`src/rtl/tapped_pipe_chain_pkg.sv`:
```
// Shared definitions for tapped_pipe_chain: supported depth range, tap index
// type and drop-counter width.
package tapped_pipe_chain_pkg;

  localparam int DEPTH_MIN = 2;
  localparam int DEPTH_MAX = 16;

  // Wide enough to address any stage of the deepest supported chain.
  localparam int TAP_W = $clog2(DEPTH_MAX);
  typedef logic [TAP_W-1:0] tap_t;

  localparam int CNT_W = 8;
  typedef logic [CNT_W-1:0] cnt_t;

  // Increment that sticks at all-ones instead of wrapping.
  function automatic cnt_t sat_inc(input cnt_t c);
    return (c == '1) ? c : c + cnt_t'(1);
  endfunction

endpackage

```
`src/rtl/tapped_pipe_chain_pipe_stage.sv`:
```
// pipe_stage: single-entry valid/ready register slice. Ready looks through to
// the downstream ready, so a chain of full slices still moves one word per cycle.
module pipe_stage
  import tapped_pipe_chain_pkg::*;
#(
  parameter int WIDTH = 8
) (
  input  logic             clk,
  input  logic             rst_n,
  input  logic [WIDTH-1:0] in_data_i,
  input  logic             in_valid_i,
  output logic             in_ready_o,
  output logic [WIDTH-1:0] out_data_o,
  output logic             out_valid_o,
  input  logic             out_ready_i
);

  logic             valid_q, valid_d;
  logic [WIDTH-1:0] data_q;
  logic             fire;

  assign in_ready_o  = !valid_q || out_ready_i;
  assign fire        = in_valid_i && in_ready_o;
  assign out_data_o  = data_q;
  assign out_valid_o = valid_q;

  // Occupancy: filled by an incoming transfer, emptied when the word leaves.
  always_comb begin
    // NOTE: default first so every path assigns valid_d and no latch is inferred.
    valid_d = valid_q;
    if (fire) begin
      valid_d = 1'b1;
    end else if (out_ready_i) begin
      valid_d = 1'b0;
    end
  end

  // Valid flag register, cleared asynchronously.
  always_ff @(posedge clk or negedge rst_n) begin
    if (!rst_n) begin
      // NOTE: non-blocking assignment so every flop samples pre-edge values.
      valid_q <= 1'b0;
    end else begin
      valid_q <= valid_d;
    end
  end

  // Data register, loaded on every accepted transfer.
  always_ff @(posedge clk) begin
    // NOTE: no reset on payload; valid_q alone decides whether data_q means anything.
    if (fire) begin
      data_q <= in_data_i;
    end
  end

endmodule

```
`src/rtl/tapped_pipe_chain.sv`:
```
// tapped_pipe_chain: chain A is a DEPTH-stage valid/ready pipeline from I to O0.
// Whenever A's tapped stage T hands its word downstream, a copy is offered to
// chain B (DEPTH stages, output O1). B never stalls A: if B's head is full the
// copy is dropped and tap_ovf is set until reset.
// Build option: define TAPPED_PIPE_CHAIN_OVF_CNT_EN to get a saturating drop
// counter on ovf_cnt; otherwise ovf_cnt is tied to zero.
module tapped_pipe_chain
  import tapped_pipe_chain_pkg::*;
#(
  parameter int WIDTH = 8,
  parameter int DEPTH = 4,
  parameter int TAPW  = $clog2(DEPTH)
) (
  input  logic             CLK,
  input  logic             ASYNCRESETN,
  input  logic [WIDTH-1:0] I,
  input  logic             I_valid,
  output logic             I_ready,
  output logic [WIDTH-1:0] O0,
  output logic             O0_valid,
  input  logic             O0_ready,
  output logic [WIDTH-1:0] O1,
  output logic             O1_valid,
  input  logic             O1_ready,
  input  logic [TAPW-1:0]  tap_sel,
  input  logic             tap_load,
  output logic             tap_ovf,
  output logic [CNT_W-1:0] ovf_cnt
);

  // Depth outside the supported range is pulled back to the nearest bound.
  localparam int D = (DEPTH < DEPTH_MIN) ? DEPTH_MIN :
                     (DEPTH > DEPTH_MAX) ? DEPTH_MAX : DEPTH;
  localparam logic [31:0] D_U = 32'(D);

  logic [WIDTH-1:0] a_data  [D];
  logic             a_valid [D];
  logic [WIDTH-1:0] b_data  [D];
  logic             b_valid [D];

  logic [D-1:0]     tap_hit;
  logic             tap_fire;
  logic [WIDTH-1:0] tap_data;
  logic             drop;

  tap_t             tap_q, tap_d;
  logic             ovf_q, ovf_d;
  logic [31:0]      tap_sel_ext;

  // Ready signals live in per-stage scopes so each stage's ready is its own net.
  for (genvar k = 0; k < D; k++) begin : g_stage
    logic             a_rdy, a_dn_rdy, b_rdy, b_dn_rdy;
    logic [WIDTH-1:0] a_in_d, b_in_d;
    logic             a_in_v, b_in_v;

    if (k == 0) begin : g_head
      assign a_in_d = I;
      assign a_in_v = I_valid;
      assign b_in_d = tap_data;
      assign b_in_v = tap_fire;
    end else begin : g_body
      assign a_in_d = a_data[k-1];
      assign a_in_v = a_valid[k-1];
      assign b_in_d = b_data[k-1];
      assign b_in_v = b_valid[k-1];
    end

    if (k == D - 1) begin : g_tail
      assign a_dn_rdy = O0_ready;
      assign b_dn_rdy = O1_ready;
    end else begin : g_link
      assign a_dn_rdy = g_stage[k+1].a_rdy;
      assign b_dn_rdy = g_stage[k+1].b_rdy;
    end

    // Stage k of A hands its word downstream while it is the active tap.
    assign tap_hit[k] = (tap_q == tap_t'(k)) && a_valid[k] && a_dn_rdy;

    pipe_stage #(.WIDTH(WIDTH)) u_a (
      .clk        (CLK),
      .rst_n      (ASYNCRESETN),
      .in_data_i  (a_in_d),
      .in_valid_i (a_in_v),
      .in_ready_o (a_rdy),
      .out_data_o (a_data[k]),
      .out_valid_o(a_valid[k]),
      .out_ready_i(a_dn_rdy)
    );

    pipe_stage #(.WIDTH(WIDTH)) u_b (
      .clk        (CLK),
      .rst_n      (ASYNCRESETN),
      .in_data_i  (b_in_d),
      .in_valid_i (b_in_v),
      .in_ready_o (b_rdy),
      .out_data_o (b_data[k]),
      .out_valid_o(b_valid[k]),
      .out_ready_i(b_dn_rdy)
    );
  end

  // Select the word leaving the tapped stage; at most one tap_hit bit is set.
  always_comb begin
    tap_data = '0;
    for (int k = 0; k < D; k++) begin
      if (tap_hit[k]) begin
        tap_data = a_data[k];
      end
    end
  end

  assign tap_fire = |tap_hit;
  assign drop     = tap_fire && !g_stage[0].b_rdy;

  assign I_ready  = g_stage[0].a_rdy;
  assign O0       = a_data[D-1];
  assign O0_valid = a_valid[D-1];
  assign O1       = b_data[D-1];
  assign O1_valid = b_valid[D-1];
  assign tap_ovf  = ovf_q;

  // Tap select loads only indices that name an existing stage.
  assign tap_sel_ext = 32'(tap_sel);

  always_comb begin
    tap_d = tap_q;
    if (tap_load && (tap_sel_ext < D_U)) begin
      tap_d = tap_t'(tap_sel);
    end
  end

  assign ovf_d = ovf_q || drop;

  // Active tap and sticky overflow flag.
  always_ff @(posedge CLK or negedge ASYNCRESETN) begin
    if (!ASYNCRESETN) begin
      tap_q <= '0;
      ovf_q <= 1'b0;
    end else begin
      tap_q <= tap_d;
      ovf_q <= ovf_d;
    end
  end

`ifdef TAPPED_PIPE_CHAIN_OVF_CNT_EN
  cnt_t cnt_q, cnt_d;

  assign cnt_d   = drop ? sat_inc(cnt_q) : cnt_q;
  assign ovf_cnt = cnt_q;

  // Saturating count of dropped tap copies.
  always_ff @(posedge CLK or negedge ASYNCRESETN) begin
    if (!ASYNCRESETN) begin
      cnt_q <= '0;
    end else begin
      cnt_q <= cnt_d;
    end
  end
`else
  assign ovf_cnt = '0;
`endif

endmodule
```
`config.mk`:
```
export PLATFORM = sky130hd
export DESIGN_NAME = tapped_pipe_chain
export DESIGN_NICKNAME = d
export VERILOG_FILES = /design/src/rtl/tapped_pipe_chain_pkg.sv /design/src/rtl/tapped_pipe_chain_pipe_stage.sv /design/src/rtl/tapped_pipe_chain.sv
export SDC_FILE = /design/constraint.sdc
export NUM_CORES = 1
export LEC_CHECK = 0
export BUFFER_PORTS_ARGS = -buffer_cell sky130_fd_sc_hd__clkbuf_2
export CORE_MARGIN = 5
export CORE_UTILIZATION = 50
export DETAILED_ROUTE_END_ITERATION = 10
export GPL_ROUTABILITY_DRIVEN = 1
export PLACE_DENSITY_LB_ADDON = 0.3
export SKIP_LAST_GASP = 1
export SLEW_MARGIN = 20
export SYNTH_ARGS = -nofsm -noshare
export SYNTH_HDL_FRONTEND = slang
export SYNTH_SLANG_ARGS = --single-unit
```
`constraint.sdc`:
```
create_clock -name CLK -period 1.8 [get_ports CLK]
set_input_delay 0.27 -clock CLK [delete_from_list [all_inputs] [get_ports CLK]]
set_output_delay 0.27 -clock CLK [all_outputs]
set_load 0.02 [all_outputs]
```
==> impl_metrics.ini <==
[outcome]
status = completed

[worst_setup_path]
worstPathCellList = and3b_1, nand2_1, a32oi_2
endpoint_kind = flip-flop
critical-path-max-stage-delay_ns = 0.56
path_max_fanout = 10
critPathLaunchType = flip-flop
cp.required_ns = 1.78
crit_path_top_delay_cell = dfrtp_1
critPathArrivalTime_ns = 1.69
path_class = flip-flop to flip-flop

[route]
drt-wirelength-per-cell_um = 15.2
antenna_left = 0
finalWirelength_mm = 4.47
viasPerCell = 5.16
routed-via-count = 1512
first_pass_iters = 5
drc_errors = 0
drt_iter0_markers = 105

[place]
dp_hpwl_mm = 3.29
gp_congestion = 0.793
io_buffers = 35
place_worst_setup_slack_ns = 0.111

[timing]
hold_viol_final = 0
rsz0062_at_grt = no
min_period_ns = 1.71
final_max_slew_viol_count = 0
fin_setup_tns_ns = 0
finalWorstSetupSlack_ns = 0.0932
clock.fmax_mhz = 586
setup_viol = 0
clock_skew_ns = 0.00382
post-route-period-util_pct = 94.8

[cells_and_area]
layout-drive-gt1-share_pct = 30.3
antenna_cells = 0
final_common_cell = edfxtp_1
mostFrequentLayoutCells = 64 x edfxtp_1, 35 x clkbuf_2, 16 x nand3_1, 11 x dfrtp_1, 9 x clkbuf_8
area_growth_pct = 15.5
nNetsFinal = 232

[power_and_ir_drop]
switching_share_pct = 26.1
p_int_w = 0.00313
p_sw_w = 0.00111
p_leak_nw = 1.24
seq_power_share_pct = 57.5
pwr-share-clk_pct = 28.6
combPwrFrac_pct = 13.9
powerDensity_nw_per_um2 = 1290
ir_worst_vdd_v = 0.000669

[global_routing]
grt_pass1_wl_mm = 7.41
gr-usage-all-layers_pct = 13.6
grt_max_degree = 14
grt_overflow = 0
grt_pass1_vias = 1563
antenna_found_initial = 0

[clock_network]
cts_root_buf = clkbuf_8
clk_latency_ns = 0.33
cts_tree = built
clk_pin_slew_ns = 0.07
clockBufferDepth = 2
htreeDepth = 3
cts_sinks = 75
cts_made_buffers = 9
post_cts_resized = 0

[synthesis]
netlist_area_um2 = 2850
ys_types = 33
synth_area_leaders = edfxtp_1 67%, dfrtp_1 9.7%, nand3_1 2.8%
ys_seq_elements = 75
synthArstFlopShare_pct = 14.7
synth_edf_count = 64
ys.flop_type = edfxtp_1
synth_top_area_share_pct = 67.4
synth_cells = 169
ys_seq_area_share_pct = 77.1
yosysWarnings = 0
synth.avg_cell_area_um2 = 16.9
yosysTopAreaCell = edfxtp_1

[job]
cap_violations = 0

[die]
die_h_um = 85.5
initial_utilization_pct = 51.4
rows = 27
die_w_um = 85.5
die-area_um2 = 7310
core_region_area_um2 = 5540
pin_count = 44

[hold_path]
hold_class = primary input to flip-flop
-- power by group through the flow --
stage / registers [W] / clock network (W) / logic, W
6_report: 0.00244 / 0.00121 / 0.000588
2_1_floorplan: 0.00254 / 0 / 0.000318
5_1_grt: 0.00247 / 0.00135 / 0.000641
3_5_place_dp: 0.00248 / 0 / 0.000593
3_3_place_gp: 0.00246 / 0 / 0.000581
4_1_cts: 0.00244 / 0.00125 / 0.000596
-- synthesized netlist by cell type (2+ instances only) --
cell type / n
edfxtp_1: 64
nand3_1: 16
dfrtp_1: 11
buf_4: 10
nand2b_1: 7
and2_1: 6
a31oi_1: 5
inv_1: 5
nand4_1: 5
a32o_1: 4
a32oi_1: 4
nor3b_1: 4
nand2_1: 3
a21oi_1: 2
buf_2: 2
buf_6: 2
mux2_2: 2
nand3b_1: 2
-- stage by stage --
| stage | power [W] | instances | util, % | hold WS (ns) | cell area [um^2] |
|---|---|---|---|---|---|
| 5_1_grt | 0.00446 | 293 | 59.4 | 0.0846 | 3290 |
| 3_3_place_gp | 0.00304 | 276 | 55.8 | 0.163 | 3090 |
| 3_5_place_dp | 0.00307 | 276 | 55.8 | 0.162 | 3090 |
| 4_1_cts | 0.00429 | 293 | 59.4 | 0.0893 | 3290 |
| 6_report | 0.00424 | 293 | 59.4 | 0.106 | 3290 |
| 2_1_floorplan | 0.00286 | 176 | - | -0.0256 | 2880 |
-- cell type report --
type / instances / area, um^2
clock buffers: 9 / 124
clock inverters: 7 / 67.6
fillers: 440 / 2250
inverters: 5 / 18.8
multi-input cells: 81 / 549
flip-flops and latches: 75 / 2200
well taps: 72 / 90.1
repair buffers: 44 / 245
-- sequential cells by signal, indices dropped and copies added, names as in the netlist --
| register | flops |
|---|---|
| g_stage.u_a.out_data_o | 32 |
| g_stage.u_b.out_valid_o | 4 |
| tap_ovf | 1 |
| tap_q | 2 |
| g_stage.u_b.out_data_o | 32 |
| g_stage.u_a.out_valid_o | 4 |
-- routing by layer --
| metal | GRT usage (%) | up-vias | share of wire [%] | routed length, um |
|---|---|---|---|---|
| li1 | - | 729 | - | - |
| met1 | 15.0 | 722 | 38 | 1690 |
| met2 | 23.5 | 55 | 54 | 2430 |
| met3 | 3.84 | 6 | 6.4 | 285 |
| met4 | 7.34 | 0 | 1.4 | 63 |
| met5 | 0 | - | 0 | 0 |
-- worst max-delay path, delay by kind of cell, from the launching register on --
family          cells  cell delay [ns]
flops               1             0.56
compound gates      1             0.47
simple gates        2             0.32
-- kinds of logic after synthesis --
family / Yosys count / share of synthesized area [%]
AND/OR/NAND/NOR: 54 / 12.3
buffers and inverters: 20 / 4.57
AO/OA/AOI/OAI: 17 / 5.09
multiplexers: 2 / 0.790
other: 1 / 0.132
flip-flops: 75 / 77.1
-- final timing paths --
check | startpoint | end | slack, ns | cells past startpoint
worst min-delay path | I[7] | g_stage[0].u_a.out_data_o[7]$_DFFE_PP_ | 0.11 | 1
max in group asynchronous | ASYNCRESETN | g_stage[2].u_b.out_valid_o$_DFFE_PN0P_ | 1.23 | 2
worst max register to register | tap_q[0]$_DFFE_PN0P_ | g_stage[0].u_b.out_data_o[0]$_DFFE_PP_ | 0.09 | 3
worst min register to register | g_stage[2].u_b.out_data_o[3]$_DFFE_PP_ | g_stage[3].u_b.out_data_o[3]$_DFFE_PP_ | 0.42 | 0
worst max-delay path | tap_q[0]$_DFFE_PN0P_ | g_stage[0].u_b.out_data_o[0]$_DFFE_PP_ | 0.09 | 3
min in group asynchronous | ASYNCRESETN | tap_q[1]$_DFFE_PN0P_ | 0.35 | 2
-- what timing repair did --
action,in CTS,in global routing
endpoints found under the hold margin,11,0
hold buffers,1,0
buffers inserted,0,0
Note: power is estimated with default switching activity, not from simulation.
